==> config.mk <==
export PLATFORM = sky130hd
export DESIGN_NAME = button_conditioner
export DESIGN_NICKNAME = d
export VERILOG_FILES = /design/src/rtl/button_pkg.sv /design/src/rtl/debounce_channel.sv /design/src/rtl/button_conditioner.sv
export SDC_FILE = /design/constraint.sdc
export NUM_CORES = 1
export LEC_CHECK = 0
export BUFFER_PORTS_ARGS = -buffer_cell sky130_fd_sc_hd__buf_2
export CORE_MARGIN = 3
export CORE_UTILIZATION = 40
export DETAILED_ROUTE_END_ITERATION = 8
export SYNTH_ARGS = -nofsm -noshare
export SYNTH_HDL_FRONTEND = slang
export SYNTH_SLANG_ARGS = --single-unit
==> constraint.sdc <==
create_clock -name clk -period 4.7 [get_ports clk]
set_input_delay 0.235 -clock clk [delete_from_list [all_inputs] [get_ports clk]]
set_output_delay 0.235 -clock clk [all_outputs]
set_load 0.05 [all_outputs]
==> src/rtl/button_pkg.sv <==
// ----------------------------------------------------------------------------
// button_pkg
// Shared types and defaults for the push-button conditioner.
//   rep_state_t         : per-channel auto-repeat FSM state
//   DEF_DEBOUNCE_CYCLES : stable synchronized samples needed to accept a change
//   DEF_REPEAT_DELAY    : cycles from a press pulse to the first repeat pulse
//   DEF_REPEAT_PERIOD   : cycles between subsequent repeat pulses
//   cnt_width()         : counter width able to hold max_val-1 (at least 1 bit)
// ----------------------------------------------------------------------------
package button_pkg;

    typedef enum logic [1:0] {
        StIdle,
        StDelay,
        StRepeat
    } rep_state_t;

    localparam int unsigned DEF_DEBOUNCE_CYCLES = 16;
    localparam int unsigned DEF_REPEAT_DELAY    = 500000;
    localparam int unsigned DEF_REPEAT_PERIOD   = 100000;

    function automatic int unsigned cnt_width(input int unsigned max_val);
        return (max_val > 1) ? $clog2(max_val) : 1;
    endfunction

endpackage

==> src/rtl/debounce_channel.sv <==
// ----------------------------------------------------------------------------
// debounce_channel
// One button channel: 2-flop synchronizer, counting debouncer, registered
// press pulse on a stable rising level, and an auto-repeat FSM.
//   i_clk       : clock
//   i_rst       : asynchronous active-high reset
//   i_raw       : unsynchronized bouncing button
//   i_repeat_en : auto-repeat enable, sampled every cycle
//   i_suppress  : forces the repeat FSM idle (both buttons held)
//   o_pulse     : one-cycle press / repeat pulse
//   o_level     : debounced level
// ----------------------------------------------------------------------------
module debounce_channel
    import button_pkg::*;
#(
    parameter int unsigned DEBOUNCE_CYCLES = DEF_DEBOUNCE_CYCLES,
    parameter int unsigned REPEAT_DELAY    = DEF_REPEAT_DELAY,
    parameter int unsigned REPEAT_PERIOD   = DEF_REPEAT_PERIOD
) (
    input  logic i_clk,
    input  logic i_rst,
    input  logic i_raw,
    input  logic i_repeat_en,
    input  logic i_suppress,
    output logic o_pulse,
    output logic o_level
);

    localparam int unsigned DbW    = cnt_width(DEBOUNCE_CYCLES);
    localparam int unsigned RptMax = (REPEAT_DELAY > REPEAT_PERIOD) ? REPEAT_DELAY
                                                                    : REPEAT_PERIOD;
    localparam int unsigned RpW    = cnt_width(RptMax);

    localparam logic [DbW-1:0] DbLast     = DbW'(DEBOUNCE_CYCLES - 1);
    localparam logic [RpW-1:0] DelayLast  = RpW'(REPEAT_DELAY - 1);
    localparam logic [RpW-1:0] PeriodLast = RpW'(REPEAT_PERIOD - 1);

    logic           r_sync1;
    logic           r_sync2;
    logic           r_stable;
    logic           r_press;
    logic [DbW-1:0] r_db_cnt;
    rep_state_t     r_state;
    logic [RpW-1:0] r_rp_cnt;

    rep_state_t     w_state_nxt;
    logic [RpW-1:0] w_rp_cnt_nxt;
    logic           w_differs;
    logic           w_accept;
    logic           w_rep_fire;

    assign w_differs = (r_sync2 != r_stable);
    assign w_accept  = w_differs && (r_db_cnt == DbLast);

    always_ff @(posedge i_clk or posedge i_rst) begin
        if (i_rst) begin
            r_sync1  <= 1'b0;
            r_sync2  <= 1'b0;
            r_stable <= 1'b0;
            r_press  <= 1'b0;
            r_db_cnt <= '0;
            r_state  <= StIdle;
            r_rp_cnt <= '0;
        end else begin
            r_sync1 <= i_raw;
            r_sync2 <= r_sync1;
            // Any sample matching the stable level restarts the count, so
            // the counter only ever climbs to DbLast and never wraps.
            if (!w_differs) begin
                r_db_cnt <= '0;
            end else if (w_accept) begin
                r_db_cnt <= '0;
                r_stable <= r_sync2;
            end else begin
                r_db_cnt <= r_db_cnt + 1'b1;
            end
            // Press pulse lands on the same edge the stable level rises.
            r_press  <= w_accept && r_sync2;
            r_state  <= w_state_nxt;
            r_rp_cnt <= w_rp_cnt_nxt;
        end
    end

    always_comb begin
        w_state_nxt  = r_state;
        w_rp_cnt_nxt = r_rp_cnt;
        w_rep_fire   = 1'b0;
        unique case (r_state)
            StIdle: begin
                w_rp_cnt_nxt = '0;
                if (r_press) begin
                    w_state_nxt = StDelay;
                end
            end
            StDelay: begin
                if (!i_repeat_en) begin
                    w_rp_cnt_nxt = '0;
                end else if (r_rp_cnt >= DelayLast) begin
                    w_rep_fire   = 1'b1;
                    w_state_nxt  = StRepeat;
                    w_rp_cnt_nxt = '0;
                end else begin
                    w_rp_cnt_nxt = r_rp_cnt + 1'b1;
                end
            end
            StRepeat: begin
                if (!i_repeat_en) begin
                    w_rp_cnt_nxt = '0;
                end else if (r_rp_cnt >= PeriodLast) begin
                    w_rep_fire   = 1'b1;
                    w_rp_cnt_nxt = '0;
                end else begin
                    w_rp_cnt_nxt = r_rp_cnt + 1'b1;
                end
            end
            default: begin
                w_state_nxt  = StIdle;
                w_rp_cnt_nxt = '0;
            end
        endcase
        // Released or both-held: abandon any repeat in progress.
        if (!r_stable || i_suppress) begin
            w_state_nxt  = StIdle;
            w_rp_cnt_nxt = '0;
            w_rep_fire   = 1'b0;
        end
    end

    // Press only fires from idle, repeat only from delay/repeat: never overlap.
    assign o_pulse = r_press | w_rep_fire;
    assign o_level = r_stable;

endmodule

==> src/rtl/button_conditioner.sv <==
// ----------------------------------------------------------------------------
// button_conditioner
// Conditions the clockwise / anticlockwise push-buttons into debounced levels
// and one-cycle press pulses with optional auto-repeat.
//   clk                 : clock
//   reset               : asynchronous active-high reset
//   raw_bc, raw_bac     : raw bouncing buttons
//   repeat_en           : auto-repeat enable
//   bc, bac             : one-cycle press / repeat pulses
//   bc_level, bac_level : debounced levels
// ----------------------------------------------------------------------------
module button_conditioner
    import button_pkg::*;
#(
    parameter int unsigned DEBOUNCE_CYCLES = DEF_DEBOUNCE_CYCLES,
    parameter int unsigned REPEAT_DELAY    = DEF_REPEAT_DELAY,
    parameter int unsigned REPEAT_PERIOD   = DEF_REPEAT_PERIOD
) (
    input  logic clk,
    input  logic reset,
    input  logic raw_bc,
    input  logic raw_bac,
    input  logic repeat_en,
    output logic bc,
    output logic bac,
    output logic bc_level,
    output logic bac_level
);

    // Holding both buttons is not a gesture to repeat.
    logic w_both_held;
    assign w_both_held = bc_level & bac_level;

    debounce_channel #(
        .DEBOUNCE_CYCLES (DEBOUNCE_CYCLES),
        .REPEAT_DELAY    (REPEAT_DELAY),
        .REPEAT_PERIOD   (REPEAT_PERIOD)
    ) u_bc (
        .i_clk       (clk),
        .i_rst       (reset),
        .i_raw       (raw_bc),
        .i_repeat_en (repeat_en),
        .i_suppress  (w_both_held),
        .o_pulse     (bc),
        .o_level     (bc_level)
    );

    debounce_channel #(
        .DEBOUNCE_CYCLES (DEBOUNCE_CYCLES),
        .REPEAT_DELAY    (REPEAT_DELAY),
        .REPEAT_PERIOD   (REPEAT_PERIOD)
    ) u_bac (
        .i_clk       (clk),
        .i_rst       (reset),
        .i_raw       (raw_bac),
        .i_repeat_en (repeat_en),
        .i_suppress  (w_both_held),
        .o_pulse     (bac),
        .o_level     (bac_level)
    );

endmodule
---- Word level (Yosys, flattened, before mapping) ----
Cells that the tools add are included.
storage, ports and cells
  output and inout port bits .............. 4
  register bits after elaboration ......... 58
  memories ................................ 0
  memory bits (read-only) ................. 0
  latch bits .............................. 0
  logic and storage cells ................. 93
  bits in writable memories ............... 0
  input port bits ......................... 5
cells by class
  equal/unequal tests ..................... 16
  multiply operators ...................... 0
  reductions and logical operators ........ 14
  bitwise logic cells ..................... 3
  muxes and demuxes ....................... 38
  $add $sub $neg .......................... 4
  div/mod/pow operators ................... 0
  order comparisons ....................... 4
  shift operators ......................... 0
operator list
  kind                                                                  count
  2-to-1 mux 19 bit                                                     10
  one-hot mux 19 bit (2 select lines)                                   2
  adder 19 x 1 -> 19 bit (second input constant)                        2
  greater-or-equal comparator 19 x 17 -> 1 bit (second input constant)  2
  greater-or-equal comparator 19 bit (second input constant)            2
  2-to-1 mux 2 bit                                                      8
  2-to-1 mux 4 bit                                                      4
  inequality test 3 x 1 -> 1 bit (second input constant)                4
  one-hot mux 2 bit (3 select lines)                                    2
  2-to-1 mux 1 bit                                                      10
  adder 4 x 1 -> 4 bit (second input constant)                          2
  == test 4 bit (second input constant)                                 2
  AND reduction 4 bit                                                   2
  inequality test 3 x 2 -> 1 bit (second input constant)                2
  == test 2 x 1 -> 1 bit (second input constant)                        2
  == test 2 bit (second input constant)                                 2
  logical AND 1 bit                                                     4
  zero test 2 bit                                                       2
  inequality test 2 x 1 -> 1 bit (second input constant)                2
  one-hot mux 1 bit (2 select lines)                                    2
  AND reduction 2 bit                                                   2
  zero test 1 bit                                                       2
  logical OR 1 bit                                                      2
  inequality test 1 bit                                                 2
  2 further kinds                                                       3

---- Longest topological paths before layout ----
  word-level depth ........................ 6
  gate-level depth with buffers ........... 7
  gate-level depth less buffers ........... 7

---- Modules after synthesis ----
Synthesis repeated with hierarchy kept, for this count alone.
second synthesis, totals
  cells, all modules ...................... 309
  area, all modules ....................... 3111.7 µm²
modules (own cells, without submodules)
  module                    cells each  times used  area an instance (µm²)  sequential area each (µm²)
  debounce_channel (u_bac)  151         1           1599.0                  725.7
  debounce_channel (u_bc)   157         1           1506.4                  725.7
  button_conditioner        1           1           6.3                     0.0

---- Least setup slack after synthesis ----
No wires, ideal clock.
  path type ............................... register to output
  start ................................... register u_bc.r_rp_cnt[0]
  end ..................................... output port bc
  stages on the path, launching flop included .. 8
  required time ........................... 4465 ps
  arrival time ............................ 2130 ps
  path slack .............................. 2335 ps
  path buffers ............................ 1
  cell sequence ........................... dfrtp_1 > ha_1 > nand4_1 > or4_1 > o311ai_0 > a31o_2 > buf_2 > a31o_2
between the ends
  cells in the longest elaborated chain, start to end .. 6
  elaborated cells on any way between the ends .. 9
  those cells by class .................... order compare: 2; mux: 6; bitwise: 1
RTL lines
  what                                                                                                       line                                             RTL
  start, declared                                                                                            debounce_channel.sv:44                           logic [RpW-1:0] r_rp_cnt;
  start signal, assigned                                                                                     debounce_channel.sv:80                           r_rp_cnt <= w_rp_cnt_nxt;
  greater-or-equal comparator 19 x 17 -> 1 bit / greater-or-equal comparator 19 bit (equally long branches)  debounce_channel.sv:109, debounce_channel.sv:98
  2-to-1 mux 1 bit (on tied branches)                                                                        debounce_channel.sv:109, debounce_channel.sv:98
  2-to-1 mux 1 bit (on tied branches)                                                                        debounce_channel.sv:107, debounce_channel.sv:96
  one-hot mux 1 bit (2 select lines) *                                                                       debounce_channel.sv:88                           unique case (r_state)
  2-to-1 mux 1 bit *                                                                                         debounce_channel.sv:122                          if (!r_stable || i_suppress) begin
  OR 1 bit *                                                                                                 debounce_channel.sv:130                          assign o_pulse = r_press | w_rep_fire;
  end, declared                                                                                              button_conditioner.sv:24                         output logic bc,
Every way passes the cells marked *; elsewhere a longest branch is shown, timed or not.

---- Worst setup path in the final report ----
Same ends and word-level chain as after synthesis.

==> results.md <==
- Status: finished clean
- F_max: between 300 and 400 MHz
- Post-CTS sizing: 0
- #FFs+latches synth: 58
- Setup WS pre-CTS: ~2.0 ns
- Area grow syn2layout: 10.99%
- Worst path slowest cell: or4_1
- First-pass GRT wire length: 10.80 mm
- PwrDens: 301.2 nW/um^2
- Layout cell share with drive strength beyond 1: 0.1420
- DRT antenna net count: 0
- Post-synth top area share: 0.4351
- Placed cell count: ~420
- Router iterations before antenna repair: 4
- Mean number of vias per cell: ~5.5
- CP Launch Point: u_bc.r_rp_cnt[0]
- Ports: 9
- Fillers: about 760
- Root Buffer: clkbuf_8
- Buffer depth of the longest clock path: 2
- Crit path cell chain: ha_1 > nand4_1 > or4_1 > o311ai_0 > a31o_2 > a31o_2 > buf_2
- Hold Path Class: in -> async
- Synth area leaders: dfrtp_1, a211oi_1, xnor2_1, ha_1, xor2_1
- Max cap viols: 0
- Final setup vio count: 0
- Number of flops mapped to enable cells by yosys: 0
- Skew-Pair Late Insertion Delay: between 0.3 and 0.4 ns
- Diodes inserted: 0
- Post-Syn Instances: 328
- PortBufs: 8
- CP endpoint kind: output pin
- Routed vias: roughly 2400
- Clock period minus worst slack: between 3 and 4 ns
- Crit path largest cell delay: 0.51 ns
- DIE HEIGHT: ~97 um
- Fin. Hold Viols: 0
- Slew @ Worst Pin: ~1 ns
- Drt total wl: ~6.4 mm
- CTS tree: done
- # H-tree levels: 3
- Async SR Flop Fraction: 1.000
- Clock sink count: 58
- RePlAce Congestion: around 0.87
- Num CTS Buffers: 9
- DP Area: around 3400 sq um
- Routed WL per cell: around 14 um
- Worst r2r src: u_bac.r_rp_cnt[14]
- Area of the multi-input gates: 1743 sq um
- Worst slew margin: 0.3329
- Worst vdd ir: 0.1650 mV
- Reg area: 1451 sq um
- Syn_area_per_cell: approximately 10 sq um
- Max Slew Vio Count: 0
- Leak: 0.001343 uW
- Crit share post-route: 0.6662
- Die area: 9471 sq um
- Core Area: 7928 sq um
- DP Wirelength: 4.254 mm
- Worst path required time: roughly 4.5 ns
- Worst setup SP type: flop
- Top_reg_cell synth: dfrtp_1
- Post-synthesis net count: ~350
- Yosys Warn Count: 0
- Reg clk slew, reported paths: 0.07 ns
- Initial antenna violation count: 0
- Die W: 97.32 um
- Largest net degree at the start of global routing: 59
- Crit-path max FO: 20
- Skew final: roughly 0.0095 ns
- Most frequent CP cell: a31o_2
- Gr ovfl total: 0
- Cell area after synthesis: 3336 sq um
- DRC viols: 0
- Gr usage total: 0.1387
- DRT iter0 DRCs: 55
- Final WS setup: 1.569 ns
- Netlist cell types: just over 50
- Post-route design area: 3702 sq um
- Dominant cell type by area after synthesis: dfrtp_1
- WS Path Type: reg -> out
- Register area share after synthesis: 0.4351
- Starting Density: 0.4208
- Vias in the first global route: between 2000 and 2500
- Layout net count: 350
- Total power: 1115 uW
- Finished Layout Cells: 440
- Setup_tns: 0 ns
- WP data arrival: 2.90 ns
- # rows: 32
- RSZ-0062 raised after global routing: no
## synth_stat cells (3+ instances only)
master and count:
nor4_1 4, xnor2_1 21, xor2_1 16, ha_1 12
nand3_1 16, a211oi_2 10, inv_1 14, a21oi_1 7
nand2_1 19, nor2b_1 6, a31o_2 3, a211oi_1 28
nor2_1 18, and3_1 6, o21ai_0 6, nor3_1 8
nand4b_1 3, clkbuf_1 15, dfrtp_1 58, nand4_1 12
nor3b_1 5
## worst paths after layout
| kind | to | slack (ns) | depth (start not counted) |
|---|---|---|---|
| max in group asynchronous | u_bc.r_rp_cnt[16] | 4.15 | 3 |
| min in group clk | u_bc.r_state[0] | 0.27 | 3 |
| setup reg to reg | u_bac.r_rp_cnt[2] | 2.20 | 5 |
| hold / removal | u_bac.r_db_cnt[1] | 0.09 | 3 |
| hold reg to reg | u_bc.r_sync2 | 0.35 | 0 |
| setup / recovery | bc | 1.57 | 7 |
## stage by stage
stage / hold slack (ns) / utilization
after detailed placement: 0.3403 / 0.4326
final: 0.08732 / 0.4670
after floorplan: 0.2664 / -
after global routing: 0.1574 / 0.4670
after CTS: 0.1079 / 0.4670
after global placement: 0.3371 / 0.4326
## area by class of cell
type | count | share of cell area
clock buffer | 12 | 0.04191
clock inverter | 4 | 0.02636
inverter | 14 | 0.01419
multi-input combinational | 238 | 0.4708
sequential | 58 | 0.3920
tap | 102 | 0.03447
timing repair buffer | 12 | 0.02028
## worst max-delay path, delay by kind of cell, from the launching register on
kind            cells  cell delay [ns]
compound gates      3             1.00
fa+ha+maj           1             0.22
buf+inv             1             0.26
flops               1             0.39
simple gates        2             0.68
## timing repair
item | 4_1_cts | 5_1_grt
hold endpoints to repair | 2 | 0
buffers inserted | 0 | 0
hold buffers | 2 | 0
## where the power goes
part	total [uW]	internal [uW]	switching (uW)
Combinational	24.1	8.72	15.4
Clock	581	381	200
Sequential	510	505	4.94
## cell usage in the layout, fill, tap and decap left out, types with 2 or more instances in the layout
cell type,instances
or4_1,2
o21ai_0,6
nor3b_1,5
nor3_1,8
and4_1,2
dfrtp_1,58
dlygate4sd3_1,2
nand4_1,12
xnor2_1,21
clkbuf_8,11
buf_2,8
nor2b_1,6
or3_4,2
a31oi_1,2
a211oi_1,28
bufinv_16,3
nand3_1,16
buf_4,2
xor2_1,16
a31o_2,3
o32a_1,2
o311ai_0,2
and2_1,2
nand4b_1,3
a211oi_2,10
o31a_1,2
nor4_1,4
nand2_1,19
inv_1,13
ha_1,12
nand3b_1,2
o21a_1,2
mux2_2,2
and3_1,6
a21oi_1,7
nor2_1,18
## routing by layer
metal | vias to the layer above | part of all wire | track usage
met5 | - | 0 | 0
met2 | 31 | 0.43 | 0.2012
li1 | 1217 | - | -
met3 | 11 | 0.024 | 0.02800
met4 | 0 | 0.018 | 0.06709
met1 | 1177 | 0.52 | 0.1972
## kinds of logic after synthesis
group           Yosys count  synth area share
compound gates           76            0.1898
flops                    58            0.4351
mux                       3          0.009752
xor+xnor                 37           0.09715
fa+ha+maj                12           0.04501
buf+inv                  32           0.04238
simple gates            110            0.1808
## registers in the layout, indices dropped and copies added, names as in the netlist
signal          flops
u_bc.r_sync2        1
u_bc.r_db_cnt       4
u_bac.r_db_cnt      4
u_bc.r_state        2
u_bac.r_press       1
u_bac.o_level       1
u_bc.r_sync1        1
u_bac.r_sync1       1
u_bc.r_press        1
u_bac.r_state       2
u_bc.r_rp_cnt      19
u_bc.o_level        1
u_bac.r_rp_cnt     19
u_bac.r_sync2       1
Power figures use the tool's default switching activity.
